[src/rtl/norm_fma16.sv]
// norm_fma16: multi-cycle normalization stage between the fma16 significand adder and the
// rounding unit. Accepts an unnormalized magnitude with sign and signed biased exponent.
// Shifts one bit per cycle until the value is normal, subnormal or overflowed. Then presents
// the truncated fraction, exponent and guard/round/sticky bits.
//
// Ports:
//   clk, reset_n          clock, asynchronous active-low reset
//   in_valid / in_ready   input handshake (in_ready high only when idle)
//   sign_in, sum_in       sign and unsigned magnitude (bit SUMW-1 = 2, bit SUMW-2 = 1)
//   exp_in                7-bit two's-complement biased exponent (bias 15)
//   out_valid / out_ready output handshake
//   sign, frac, ex        registered sign, 10-bit fraction, 5-bit exponent
//   g, r, t               guard, round, sticky
//   of, zero              exponent overflow (infinity encoding), exact zero
module norm_fma16 #(
  parameter int unsigned SUMW = 24
) (
  input  logic            clk,
  input  logic            reset_n,
  input  logic            in_valid,
  output logic            in_ready,
  input  logic            sign_in,
  input  logic [SUMW-1:0] sum_in,
  input  logic [6:0]      exp_in,
  output logic            out_valid,
  input  logic            out_ready,
  output logic            sign,
  output logic [9:0]      frac,
  output logic [4:0]      ex,
  output logic            g,
  output logic            r,
  output logic            t,
  output logic            of,
  output logic            zero
);

  typedef enum logic [1:0] {StIdle, StShift, StDone} state_e;

  state_e             state_q, state_d;
  logic [SUMW-1:0]    s_q, s_d;
  logic signed [7:0]  e_q, e_d;
  logic               sk_q, sk_d;
  logic               sign_q, sign_d;
  logic               out_valid_q, out_valid_d;
  logic [9:0]         frac_q;
  logic [4:0]         ex_q;
  logic               g_q, r_q, t_q, of_q, zero_q;
  logic               load_res, load_zero;
  logic               tail_or;
  logic               ovf;

  // Bits below the round position fold into sticky; none exist at the minimum width.
  if (SUMW > 14) begin : g_tail
    assign tail_or = |s_q[SUMW-15:0];
  end else begin : g_no_tail
    assign tail_or = 1'b0;
  end

  assign ovf = (e_q >= 8'sd31);

  always_comb begin
    state_d   = state_q;
    s_d       = s_q;
    e_d       = e_q;
    sk_d      = sk_q;
    sign_d    = sign_q;
    load_res  = 1'b0;
    load_zero = 1'b0;
    case (state_q)
      StIdle: begin
        if (in_valid) begin
          s_d    = sum_in;
          e_d    = {exp_in[6], exp_in};
          sk_d   = 1'b0;
          sign_d = sign_in;
          if (sum_in == '0) begin
            state_d   = StDone;
            load_zero = 1'b1;
          end else begin
            state_d = StShift;
          end
        end
      end
      StShift: begin
        if (e_q < 8'sd1 || s_q[SUMW-1]) begin
          // Denormalize or fix carry-out; the shifted-out bit is kept in sticky.
          s_d  = s_q >> 1;
          sk_d = sk_q | s_q[0];
          e_d  = e_q + 8'sd1;
        end else if (!s_q[SUMW-2] && e_q > 8'sd1) begin
          s_d = s_q << 1;
          e_d = e_q - 8'sd1;
        end else begin
          state_d  = StDone;
          load_res = 1'b1;
        end
      end
      StDone: begin
        if (out_valid_q && out_ready) state_d = StIdle;
      end
      default: state_d = StIdle;
    endcase
  end

  // out_valid trails DONE entry by one cycle, after the result registers have loaded.
  assign out_valid_d = (state_q == StDone) && !(out_valid_q && out_ready);

  always_ff @(posedge clk or negedge reset_n) begin
    if (!reset_n) begin
      state_q     <= StIdle;
      s_q         <= '0;
      e_q         <= '0;
      sk_q        <= 1'b0;
      sign_q      <= 1'b0;
      out_valid_q <= 1'b0;
      frac_q      <= '0;
      ex_q        <= '0;
      g_q         <= 1'b0;
      r_q         <= 1'b0;
      t_q         <= 1'b0;
      of_q        <= 1'b0;
      zero_q      <= 1'b0;
    end else begin
      state_q     <= state_d;
      s_q         <= s_d;
      e_q         <= e_d;
      sk_q        <= sk_d;
      sign_q      <= sign_d;
      out_valid_q <= out_valid_d;
      if (load_zero) begin
        frac_q <= '0;
        ex_q   <= '0;
        g_q    <= 1'b0;
        r_q    <= 1'b0;
        t_q    <= 1'b0;
        of_q   <= 1'b0;
        zero_q <= 1'b1;
      end else if (load_res) begin
        zero_q <= 1'b0;
        of_q   <= ovf;
        if (ovf) begin
          frac_q <= '0;
          ex_q   <= 5'd31;
          g_q    <= 1'b0;
          r_q    <= 1'b0;
          t_q    <= 1'b0;
        end else begin
          frac_q <= s_q[SUMW-3:SUMW-12];
          // Without the integer bit the value is subnormal and E has settled at 1.
          ex_q   <= s_q[SUMW-2] ? e_q[4:0] : 5'd0;
          g_q    <= s_q[SUMW-13];
          r_q    <= s_q[SUMW-14];
          t_q    <= tail_or | sk_q;
        end
      end
    end
  end

  assign in_ready  = (state_q == StIdle);
  assign out_valid = out_valid_q;
  assign sign      = sign_q;
  assign frac      = frac_q;
  assign ex        = ex_q;
  assign g         = g_q;
  assign r         = r_q;
  assign t         = t_q;
  assign of        = of_q;
  assign zero      = zero_q;

endmodule

[config.mk]
export PLATFORM = sky130hd
export DESIGN_NAME = norm_fma16
export DESIGN_NICKNAME = d
export VERILOG_FILES = /design/src/rtl/norm_fma16.sv
export SDC_FILE = /design/constraint.sdc
export NUM_CORES = 1
export LEC_CHECK = 0
export BUFFER_PORTS_ARGS = -buffer_cell sky130_fd_sc_hd__buf_4
export CORE_MARGIN = 5
export CORE_UTILIZATION = 55
export DETAILED_ROUTE_END_ITERATION = 7
export PLACE_DENSITY = 0.88
export SYNTH_ARGS = -nofsm -noshare
export SYNTH_HDL_FRONTEND = slang
export SYNTH_SLANG_ARGS = --single-unit
[constraint.sdc]
create_clock -name clk -period 4.6 [get_ports clk]
set_input_delay 0.92 -clock clk [delete_from_list [all_inputs] [get_ports clk]]
set_output_delay 0.92 -clock clk [all_outputs]
set_load 0.05 [all_outputs]
======== Word level (Yosys, flattened, before mapping) ========
Index checks and enable logic that the tools add are counted.
storage, ports and cells
  output and inout bits ................... 23
  word-level logic and storage cells ...... 86
  register bits after elaboration ......... 57
operators by class
  equal/unequal tests ..................... 8
  reductions and logical operators ........ 15
  magnitude comparators ................... 3
  add/sub/neg operators ................... 2
  multiplexer cells ....................... 43
  bitwise gates (word level) .............. 2
operators by type and width
  cell                                                        number
  2-to-1 mux 24 bit                                           3
  one-hot mux 24 bit (2 select lines)                         1
  2-to-1 mux 10 bit                                           3
  zero test 24 bit                                            1
  2-to-1 mux 8 bit                                            3
  2-to-1 mux 1 bit                                            21
  2-to-1 mux 5 bit                                            4
  one-hot mux 8 bit (2 select lines)                          1
  2-to-1 mux 2 bit                                            5
  inequality test 2 bit, second input constant                5
  OR reduction 10 bit                                         1
  adder 8 x 2 -> 8 bit, second input constant                 1
  >= comparator 8 x 6 -> 1 bit, second input constant         1
  > comparator 8 x 2 -> 1 bit, second input constant          1
  less-than comparator 8 x 2 -> 1 bit, second input constant  1
  subtractor 8 x 2 -> 8 bit, second input constant            1
  one-hot mux 2 bit (3 select lines)                          1
  AND reduction 3 bit                                         2
  AND reduction 4 bit                                         1
  nonzero test 2 bit                                          2
  logical AND 1 bit                                           3
  inequality test 3 bit, second input constant                1
  equality test 2 x 1 -> 1 bit, second input constant         1
  equality test 2 bit, second input constant                  1
  6 further kinds                                             8

======== Depth between registers and ports, before layout ========
Gate-level depths: netlist of the first run.
  word-level depth ........................ 7
  mapped depth ............................ 9
  gate-level depth less buffers ........... 6

======== Worst setup path before layout of the first run ========
No wires, ideal clock.
  path kind ............................... input port to flip-flop
  start point ............................. in in_valid
  end point ............................... reg e_q[3]
  path slack .............................. 2476 ps
  cell stages on the path ................. 5
  library setup time ...................... 121 ps
  arrival ................................. 2003 ps
  cells stage by stage .................... o21ai_0 > a31o_2 > buf_2 > a31oi_1 > o22a_1
on the way
  cells in the longest elaborated chain, start to end .. 2
RTL lines
  what                                    line  RTL
  start: declaration                      20    input logic in_valid,
  inequality test 2 bit (no source line)  --
  AND reduction 3 bit (no source line)    --
  end signal: assignment                  112   e_q <= '0;
  end signal: assignment                  126   e_q <= e_d;
  end: declaration                        41    logic signed [7:0] e_q, e_d;
No other way between the ends.
A chain may end at the register's enable or synchronous reset.

======== Final worst setup path of the first run ========
  start point ............................. reg e_q[0]
  end point ............................... reg ex_q[2], in the netlist ex[2]
on the way
  cells in the longest elaborated chain, start to end .. 6
RTL lines
  what                                 line  RTL
  > comparator 8 x 2 -> 1 bit          90    end else if (!s_q[SUMW-2] && e_q > 8'sd1) begin
  logical AND 1 bit                    90
  2-to-1 mux 1 bit                     90
  2-to-1 mux 1 bit                     85    if (e_q < 8'sd1 || s_q[SUMW-1]) begin
  2-to-1 mux 1 bit                     69    case (state_q)
  nonzero test 2 bit (no source line)  --
  end signal: assignment               150   ex_q <= s_q[SUMW-2] ? e_q[4:0] : 5'd0;
  end: declaration                     46    logic [4:0] ex_q;
Parallel ways exist; a longest one is shown, timed or not. The select of a mux whose other input is x is not followed.

==> metrics, run 1 <==
vias in the first global route=around 2900; I/O Pins=about 60; Max Freq=between 300 and 400 MHz; CP arrival=roughly 3.1 ns; Startpoint Class=flop; met3 Usage GRT=about 6.4%; Via density=around 6.2; crit path kind=reg -> reg; Most Used Layer, Global Route=met2; initial antenna violation count=0; clk root buf=clkbuf_8; outcome=completed; clock buffer depth=2; Cell variety after synth=between 40 and 50; Total Wirelength=8030 microns; drt initial violations=around 260; Power Dens Cells=a little over 800 nW/um^2; I/O Buffers=58; Final Cell Area=roughly 3800 sq um; post_cts resized=0; Die Area=7500 sq um; Max-slew headroom=16.3%; Net Count, Synth=between 400 and 500; leakage power=approximately 1.6 nW; antenna fix cells=0; pin slew with the least headroom to its limit=around 1.2 ns; Slowest-stage cell, CP=and3_1; Core Area=5610 sq um; Slew Limit Fails=0; Post-DP Area=~3600 sq um; Synth Flop Type=dfrtp_1; Die Ht=around 87 microns; Mapped Cells=379; Total Power=roughly 3.1 mW; row cnt=27; area grow syn2layout=19.1%; Routed Antenna Nets=0; most common cell after layout, fill and taps aside=buf_4; Global Route met1 Usage=about a third; CTS sink cnt=57; Worst Path Required=slightly below 5 ns; Clock Latency Late Sink=about 0.34 ns; DP HPWL=between 5000 and 6000 microns; M2 GR Usage=a little over a third; Crit path buffers/inverters=2; WHS=slightly below 0.5 ns; CTS tree=yes; Post-route DRC=0; Max Cap Violations=0; setup tns final=0 ns; Num CTS Buffers=9; synthesized flop and latch total=57; final hold viol count=0; total gr overflow=0; RSZ-0062 raised after global routing=no; Post-synth ARST share=between 90% and 100%; Die Wd=86.6 microns; delay-heaviest family, CP=simple AND/OR/NAND/NOR gates; initial core utilization=between 50% and 60%; Final Critical Period=~2.9 ns; Vias=3051; global placement routability congestion=slightly below 0.9; most frequent cells in the layout=buf_4 (60), dfrtp_1 (57), nand2_1 (56); clock transition at the registers of the reported paths=approximately 0.060 ns; post-CTS setup buffers=0; mean area per synthesized cell=between 8 and 9 sq um; Worst path max stage delay=about 0.74 ns; H-tree Lvls=3; period utilization=between 60% and 70%; Final #Nets=about 450; Seq/Total Area, Yosys=roughly 44%; cells along the critical path=inv_1 > ha_1 > a31oi_4 > buf_4 > and3_1 > nor2_1 > a311oi_2; Max VDD drop=678 uV; Post-synth EDFFs=0; share of cells above drive strength 1=between 20% and 30%; All-Layer GR Usage=around 23%; first-pass GRT wire length=approximately 14000 microns; crit path max fanout=52; Avg WL per Cell=around 16 microns; Final Core Density=roughly two thirds; # hold bufs at CTS=0; Yosys warnings=0; largest net degree at the start of global routing=58; Worst setup EP type=flop; Layout Skew=between 0.008 and 0.009 ns; Mapped Area=around 3200 sq um; 1st-pass router iterations=6; final setup fails=0; HP Class=reg -> reg
[flip-flops by register name, summed over array words and instances, names as in the netlist]
| register | count |
|---|---|
| frac | 10 |
| state_q | 2 |
| s_q | 24 |
| t | 1 |
| e_q | 8 |
| sign | 1 |
| g | 1 |
| sk_q | 1 |
| r | 1 |
| zero | 1 |
| out_valid | 1 |
| ex | 5 |
| of | 1 |
[logic make-up after synthesis]
group           after synthesis  synth area share, %
mux                           1                0.349
buf+inv                      38                 5.66
fa+ha+maj                     3                 1.16
compound gates              131                 26.3
simple gates                148                 22.1
flops                        57                 44.2
xor+xnor                      1                0.272
[worst register-to-register path: cells and delay by family, from the launching register on]
| kind | cells | cell delay, ns |
|---|---|---|
| AO/OA/AOI/OAI | 2 | 0.47 |
| adder cells (fa/ha/maj) | 1 | 0.32 |
| buffers and inverters | 2 | 0.59 |
| flip-flops | 1 | 0.50 |
| AND/OR/NAND/NOR | 2 | 0.88 |
[worst paths after layout]
kind	startpoint	endpoint	slack, ns	cells after the start
min reg2reg	out_valid	out_valid	0.49	1
max	e_q[0]	ex[2]	1.74	7
max reg2reg	e_q[0]	ex[2]	1.74	7
min	out_valid	out_valid	0.49	1
min in group asynchronous	reset_n	s_q[2]	0.62	1
max in group asynchronous	reset_n	g	3.49	1
[routing by layer]
metal | routed length, microns | vias to the layer above
met4 | 189 | 0
met1 | 3440 | 1449
met5 | 0 | -
met2 | 3840 | 139
met3 | 558 | 19
li1 | - | 1444
[cells in the mapped netlist (2+ instances only)]
library cell | instances | area, sq um
a211oi_1 | 22 | 165
a21o_1 | 3 | 22.5
a21oi_1 | 22 | 110
a2bb2oi_1 | 4 | 35.0
a311oi_1 | 3 | 26.3
a311oi_2 | 2 | 30.0
a31o_2 | 2 | 17.5
a31oi_1 | 6 | 37.5
a31oi_4 | 2 | 42.5
and3_1 | 3 | 18.8
buf_1 | 3 | 11.3
buf_2 | 7 | 35.0
buf_4 | 4 | 30.0
buf_6 | 2 | 22.5
clkbuf_1 | 18 | 67.6
dfrtp_1 | 57 | 1430
ha_1 | 3 | 37.5
inv_1 | 3 | 11.3
nand2_1 | 56 | 210
nand2b_1 | 2 | 12.5
nand3_1 | 22 | 110
nand4_1 | 4 | 25.0
nor2_1 | 17 | 63.8
nor2b_1 | 22 | 138
nor3_1 | 7 | 35.0
nor4_1 | 10 | 62.6
o21ai_0 | 50 | 250
o21ai_1 | 3 | 15.0
o22ai_1 | 5 | 31.3
[where the power goes]
part           internal (mW)  switching (mW)
Combinational          0.552            1.02
Clock                  0.349           0.203
Sequential             0.737           0.280
[final cells by class]
cell class / instances / area (sq um)
flip-flops and latches: 57 / 1430
fillers: 456 / 1770
clock buffers: 12 / 165
repair buffers: 60 / 450
well taps: 72 / 90.1
multi-input cells: 284 / 1620
inverters: 3 / 11.3
clock inverters: 4 / 73.8
[stage by stage]
stage	worst slack, ns	cells
5_1_grt	1.47	492
6_report	1.74	492
3_3_place_gp	1.81	476
2_1_floorplan	2.48	379
4_1_cts	1.77	492
3_5_place_dp	1.64	476
Note: power is estimated with default switching activity, not from simulation.
==> run 2, diff against run 1 <==
- CORE_UTILIZATION: 55 -> 50
- PLACE_DENSITY: 0.88 -> 0.85
- clock period: 4.6 -> 2.4 ns (I/O delays scaled with it)
==> metrics, run 2 (same netlist as run 1, synthesis figures left out) <==
number of flip-flops in the largest register=24 (unchanged); crit path max fanout=19 (was 52); outcome=completed (unchanged); Total Power=6.09 mW (was 3.14 mW); CP arrival=2.44 ns (was 3.10 ns); All-Layer GR Usage=20.3% (was 23.2%); Final Cell Area=3930 sq um (was 3840 sq um); Max Freq=458 MHz (was 350 MHz); Layout Cells excl Fill=509 (was 492); Max VDD drop=963 uV (was 678 uV); antenna fix cells=0 (unchanged); initial core utilization=51.1% (was 57.5%); crit path kind=reg -> reg (unchanged); worst r2r src=e_q[1] (was e_q[0]); largest net degree at the start of global routing=58 (unchanged); Layout Skew=0.00996 ns (was 0.00881 ns); H-tree Lvls=3 (unchanged); RSZ-0062 raised after global routing=no (unchanged); total gr overflow=0 (unchanged); r2r setup slk=0.22 ns (was 1.74 ns); Vias=3005 (was 3051); worst r2r dst=s_q[21] (was ex[2]); CTS sink cnt=57 (unchanged); setup tns final=0 ns (unchanged); pin slew with the least headroom to its limit=0.709 ns (was 1.25 ns); post_cts resized=0 (unchanged); clk root buf=clkbuf_8 (unchanged); final worst slack=0.218 ns (was 1.74 ns); CTS tree=yes (unchanged); Max-slew headroom=52.7% (was 16.3%); final setup fails=0 (unchanged); most frequent cells in the layout=buf_4 (72), dfrtp_1 (57), nand2_1 (56) (was buf_4 (60), dfrtp_1 (57), nand2_1 (56)); Worst setup EP type=flop (unchanged); Slowest-stage cell, CP=dfrtp_1 (was and3_1); post-CTS setup buffers=0 (unchanged); Die Wd=90.3 microns (was 86.6 microns); WHS=0.182 ns (was 0.490 ns); drt initial violations=283 (was 263); row cnt=29 (was 27); Die Area=8160 sq um (was 7500 sq um); Post-DP Area=3720 sq um (was 3600 sq um); Total Wirelength=8060 microns (was 8030 microns); Routed Antenna Nets=0 (unchanged); Top reg by flops=s_q (unchanged); Slew Limit Fails=0 (unchanged); DP HPWL=5930 microns (was 5480 microns); Num CTS Buffers=9 (unchanged); Post-route DRC=0 (unchanged); clock transition at the registers of the reported paths=0.07 ns (was 0.06 ns); Max Cap Violations=0 (unchanged); Power Dens Cells=1550 nW/um^2 (was 818 nW/um^2); I/O Buffers=58 (unchanged); # hold bufs at CTS=0 (unchanged); cells on worst reg2reg path=7 (unchanged); I/O Pins=59 (unchanged); most common cell after layout, fill and taps aside=buf_4 (unchanged); dpl cells=494 (was 476); vias in the first global route=2952 (was 2858); cells along the critical path=inv_1 > ha_1 > a31oi_4 > a31o_2 > buf_4 > nand2_1 > o21ai_0 (was inv_1 > ha_1 > a31oi_4 > buf_4 > and3_1 > nor2_1 > a311oi_2); Avg WL per Cell=15.8 microns (was 16.3 microns); 1st-pass router iterations=4 (was 6); area grow syn2layout=21.8% (was 19.1%); final hold viol count=0 (unchanged); clock buffer depth=2 (unchanged); Die Ht=90.3 microns (was 86.6 microns); initial antenna violation count=0 (unchanged); Core Area=6310 sq um (was 5610 sq um); global placement routability congestion=0.865 (was 0.871); share of cells above drive strength 1=22.5% (was 20.5%); Worst Path Required=2.66 ns (was 4.85 ns); period utilization=90.9% (was 62.1%); Final #Nets=467 (was 454); Via density=5.90 (was 6.20); Post-Place Worst Slack=0.255 ns (was 1.64 ns); leakage power=1.67 nW (was 1.62 nW); Clock Latency Late Sink=0.34 ns (about the same); HP Class=in -> async (was reg -> reg); Worst path max stage delay=0.47 ns (was 0.74 ns); first-pass GRT wire length=13700 microns (was 13800 microns); Final Core Density=62.2% (was 68.5%); Final Critical Period=2.18 ns (was 2.86 ns); Startpoint Class=flop (unchanged)
run 2: cell type report:
| cell class | instances | area (sq um) |
|---|---|---|
| inverters | 3 | 11.3 |
| multi-input cells | 284 | 1620 |
| repair buffers | 73 | 561 |
| clock buffers | 10 | 128 |
| flip-flops and latches | 57 | 1430 |
| clock inverters | 5 | 81.3 |
| well taps | 77 | 96.3 |
| fillers | 533 | 2390 |
run 2: layer usage:
| layer | up-vias | GRT usage [%] | routed length [microns] |
|---|---|---|---|
| met5 | - | 0 | 0 |
| met2 | 104 | 32.0 | 3840 |
| met4 | 0 | 8.56 | 170 |
| met1 | 1420 | 26.7 | 3570 |
| met3 | 15 | 4.92 | 476 |
| li1 | 1466 | - | - |
run 2: critical path: cells and delay by family (launching register included):
kind / cells / cell delay (ns)
AO/OA/AOI/OAI: 3 / 0.88
buffers and inverters: 2 / 0.38
flip-flops: 1 / 0.47
AND/OR/NAND/NOR: 1 / 0.06
adder cells (fa/ha/maj): 1 / 0.30
run 2: worst max-delay path by stage:
stage | startpoint | endpoint | slack [ns] | cells after the start
detailed placement | e_q[1] | s_q[21] | 0.26 | 7
global placement | e_q[5] | ex[4] | 0.40 | 6
CTS | e_q[1] | s_q[12] | 0.25 | 7
floorplan | state_q[1] | ex[0] | 0.38 | 5
global route | e_q[1] | ex[1] | 0.07 | 7
finish | e_q[1] | s_q[21] | 0.22 | 7
run 2: where the power goes:
part	internal [mW]	leakage [nW]	switching, mW	total (mW)
sequential	1.41	0.690	0.455	1.87
clock	0.578	0.102	0.378	0.956
combinational	1.20	0.875	2.06	3.27
total	3.19	1.67	2.90	6.09
==> run 3, diff against run 2 <==
- clock period: 2.4 -> 1.81 ns (I/O delays scaled with it)
==> metrics, run 3 (same netlist as run 1, synthesis figures left out) <==
Post-Place Worst Slack=-0.00550 ns (was 0.255 ns); clock buffer depth=2 (unchanged); Final Core Density=69.4% (was 62.2%); Die Ht=90.3 microns (unchanged); crit path max fanout=10 (was 19); clock transition at the registers of the reported paths=0.07 ns (about the same); Worst setup EP type=flop (unchanged); Die Wd=90.3 microns (unchanged); antenna fix cells=0 (unchanged); row cnt=29 (unchanged); Max Cap Violations=0 (unchanged); WHS=0.216 ns (was 0.182 ns); Max Freq=543 MHz (was 458 MHz); HP Class=in -> reg (was in -> async); outcome=complete, but fails checks (was completed); pin slew with the least headroom to its limit=0.443 ns (was 0.709 ns); Layout Skew=0.00787 ns (was 0.00996 ns); Worst path max stage delay=0.41 ns (was 0.47 ns); drt initial violations=352 (was 283); Core Area=6310 sq um (unchanged); delay-heaviest family, CP=compound AO/OA/AOI/OAI gates (unchanged); vias in the first global route=3075 (was 2952); Power Dens Cells=2150 nW/um^2 (was 1550 nW/um^2); initial core utilization=51.1% (unchanged); cells along the critical path=nor3_4 > buf_4 > a31oi_2 > clkbuf_16 > a211oi_1 > o21ai_0 (was inv_1 > ha_1 > a31oi_4 > a31o_2 > buf_4 > nand2_1 > o21ai_0); Top reg by flops=s_q (unchanged); Comb power frac=58.4% (was 53.6%); CP arrival=2.04 ns (was 2.44 ns); Net Sw Power=4.37 mW (was 2.90 mW); CTS sink cnt=57 (unchanged); DP HPWL=6420 microns (was 5930 microns); number of flip-flops in the largest register=24 (unchanged); Clock Latency Late Sink=0.34 ns (about the same); Slowest-stage cell, CP=dfrtp_1 (unchanged); Die Area=8160 sq um (unchanged); switching part of the total=46.4% (was 47.6%); final hold viol count=0 (unchanged); I/O Buffers=58 (unchanged); share of cells above drive strength 1=29.4% (was 22.5%); 1st-pass router iterations=5 (was 4); Via density=6.29 (was 5.90); crit path kind=reg -> reg (unchanged); Crit path buffers/inverters=2 (unchanged); most frequent cells in the layout=buf_4 (86), nand2_1 (56), dfrtp_1 (56) (was buf_4 (72), dfrtp_1 (57), nand2_1 (56)); total gr overflow=0 (unchanged); Final #Nets=496 (was 467); most common cell after layout, fill and taps aside=buf_4 (unchanged); area grow syn2layout=35.8% (was 21.8%); largest net degree at the start of global routing=32 (was 58); I/O Pins=59 (unchanged); Total Wirelength=9930 microns (was 8060 microns); Slew Limit Fails=0 (unchanged); final worst slack=-0.0305 ns (was 0.218 ns); leakage power=1.88 nW (was 1.67 nW); Max VDD drop=1500 uV (was 963 uV); H-tree Lvls=3 (unchanged); clk root buf=clkbuf_8 (unchanged); Int Pwr=5.05 mW (was 3.19 mW); Worst Path Required=2.01 ns (was 2.66 ns); period utilization=102% (was 90.9%); final setup fails=1 (was 0); Vias=3388 (was 3005); RSZ-0062 raised after global routing=yes (was no); Clk pwr share=15.8% (was 15.7%); Num CTS Buffers=9 (unchanged); Final Critical Period=1.84 ns (was 2.18 ns); initial antenna violation count=0 (unchanged); Routed Antenna Nets=0 (unchanged); All-Layer GR Usage=22.1% (was 20.3%); Avg WL per Cell=18.4 microns (was 15.8 microns); CTS tree=yes (unchanged); Startpoint Class=flop (unchanged); Reg power frac=25.8% (was 30.7%); global placement routability congestion=0.948 (was 0.865); failing checks=setup timing; Post-route DRC=0 (unchanged); first-pass GRT wire length=14900 microns (was 13700 microns); Max-slew headroom=70.3% (was 52.7%)
==> run 3: cell count changes in the layout (fill, tap and decap cells not counted), sizes merged <==
| cell | change |
|---|---|
| bufinv | +1 |
| buf | +23 |
| dlygate4sd3 | +1 |
| and3 | +2 |
| clkbuf | +2 |
| a31oi | +2 |
| clkinv | -1 |
==> run 3: power groups by stage <==
stage	sequential (mW)	clock (mW)	combinational [mW]
6_report	2.43	1.48	5.50
4_1_cts	2.39	1.49	4.94
5_1_grt	2.51	1.55	5.93
2_1_floorplan	2.90	0	2.79
3_5_place_dp	2.41	0	4.90
3_3_place_gp	2.37	0	4.76
==> run 3: timing repair <==
item	4_1_cts	5_1_grt
hold endpoints to repair	26	0
hold buffers	1	0
gates resized for setup	0	23
pin swaps	1	4
buffers inserted	0	3
cloned	0	6
endpoints found under the setup margin	5	43
==> run 3: layout make-up <==
type	count	area (sq um)
flip-flops and latches	57	1430
inverters	3	11.3
well taps	77	96.3
multi-input cells	288	1740
clock inverters	5	103
fillers	497	1930
repair buffers	98	862
clock buffers	11	141
==> run 3: worst paths after layout <==
path                                start  slack (ns)        end  cells after the start
worst max-delay path               e_q[6]       -0.03    s_q[19]                      6
worst min register to register       zero        0.48       zero                      1
min in group asynchronous         reset_n        0.49     e_q[6]                      2
max in group asynchronous         reset_n        0.81    frac[0]                      3
worst min-delay path            out_ready        0.22  out_valid                      2
worst max register to register     e_q[6]       -0.03    s_q[19]                      6
==> run 3: routing by layer <==
layer	vias up	wire, microns	track usage [%]
met4	0	228	7.82
met2	227	4770	34.6
met3	21	941	4.67
met5	-	0	0
met1	1597	3990	30.5
li1	1543	-	-
==> run 3: stage by stage <==
step | total power [mW] | setup TNS (ns) | instances | instance area [sq um]
final | 9.42 | -0.0305 | 539 | 4380
after global routing | 9.99 | -0.611 | 539 | 4380
after CTS | 8.82 | -0.0500 | 530 | 4210
after detailed placement | 7.31 | -0.00773 | 513 | 3950
after global placement | 7.14 | 0 | 513 | 3950
after floorplan | 5.69 | 0 | 379 | 3250
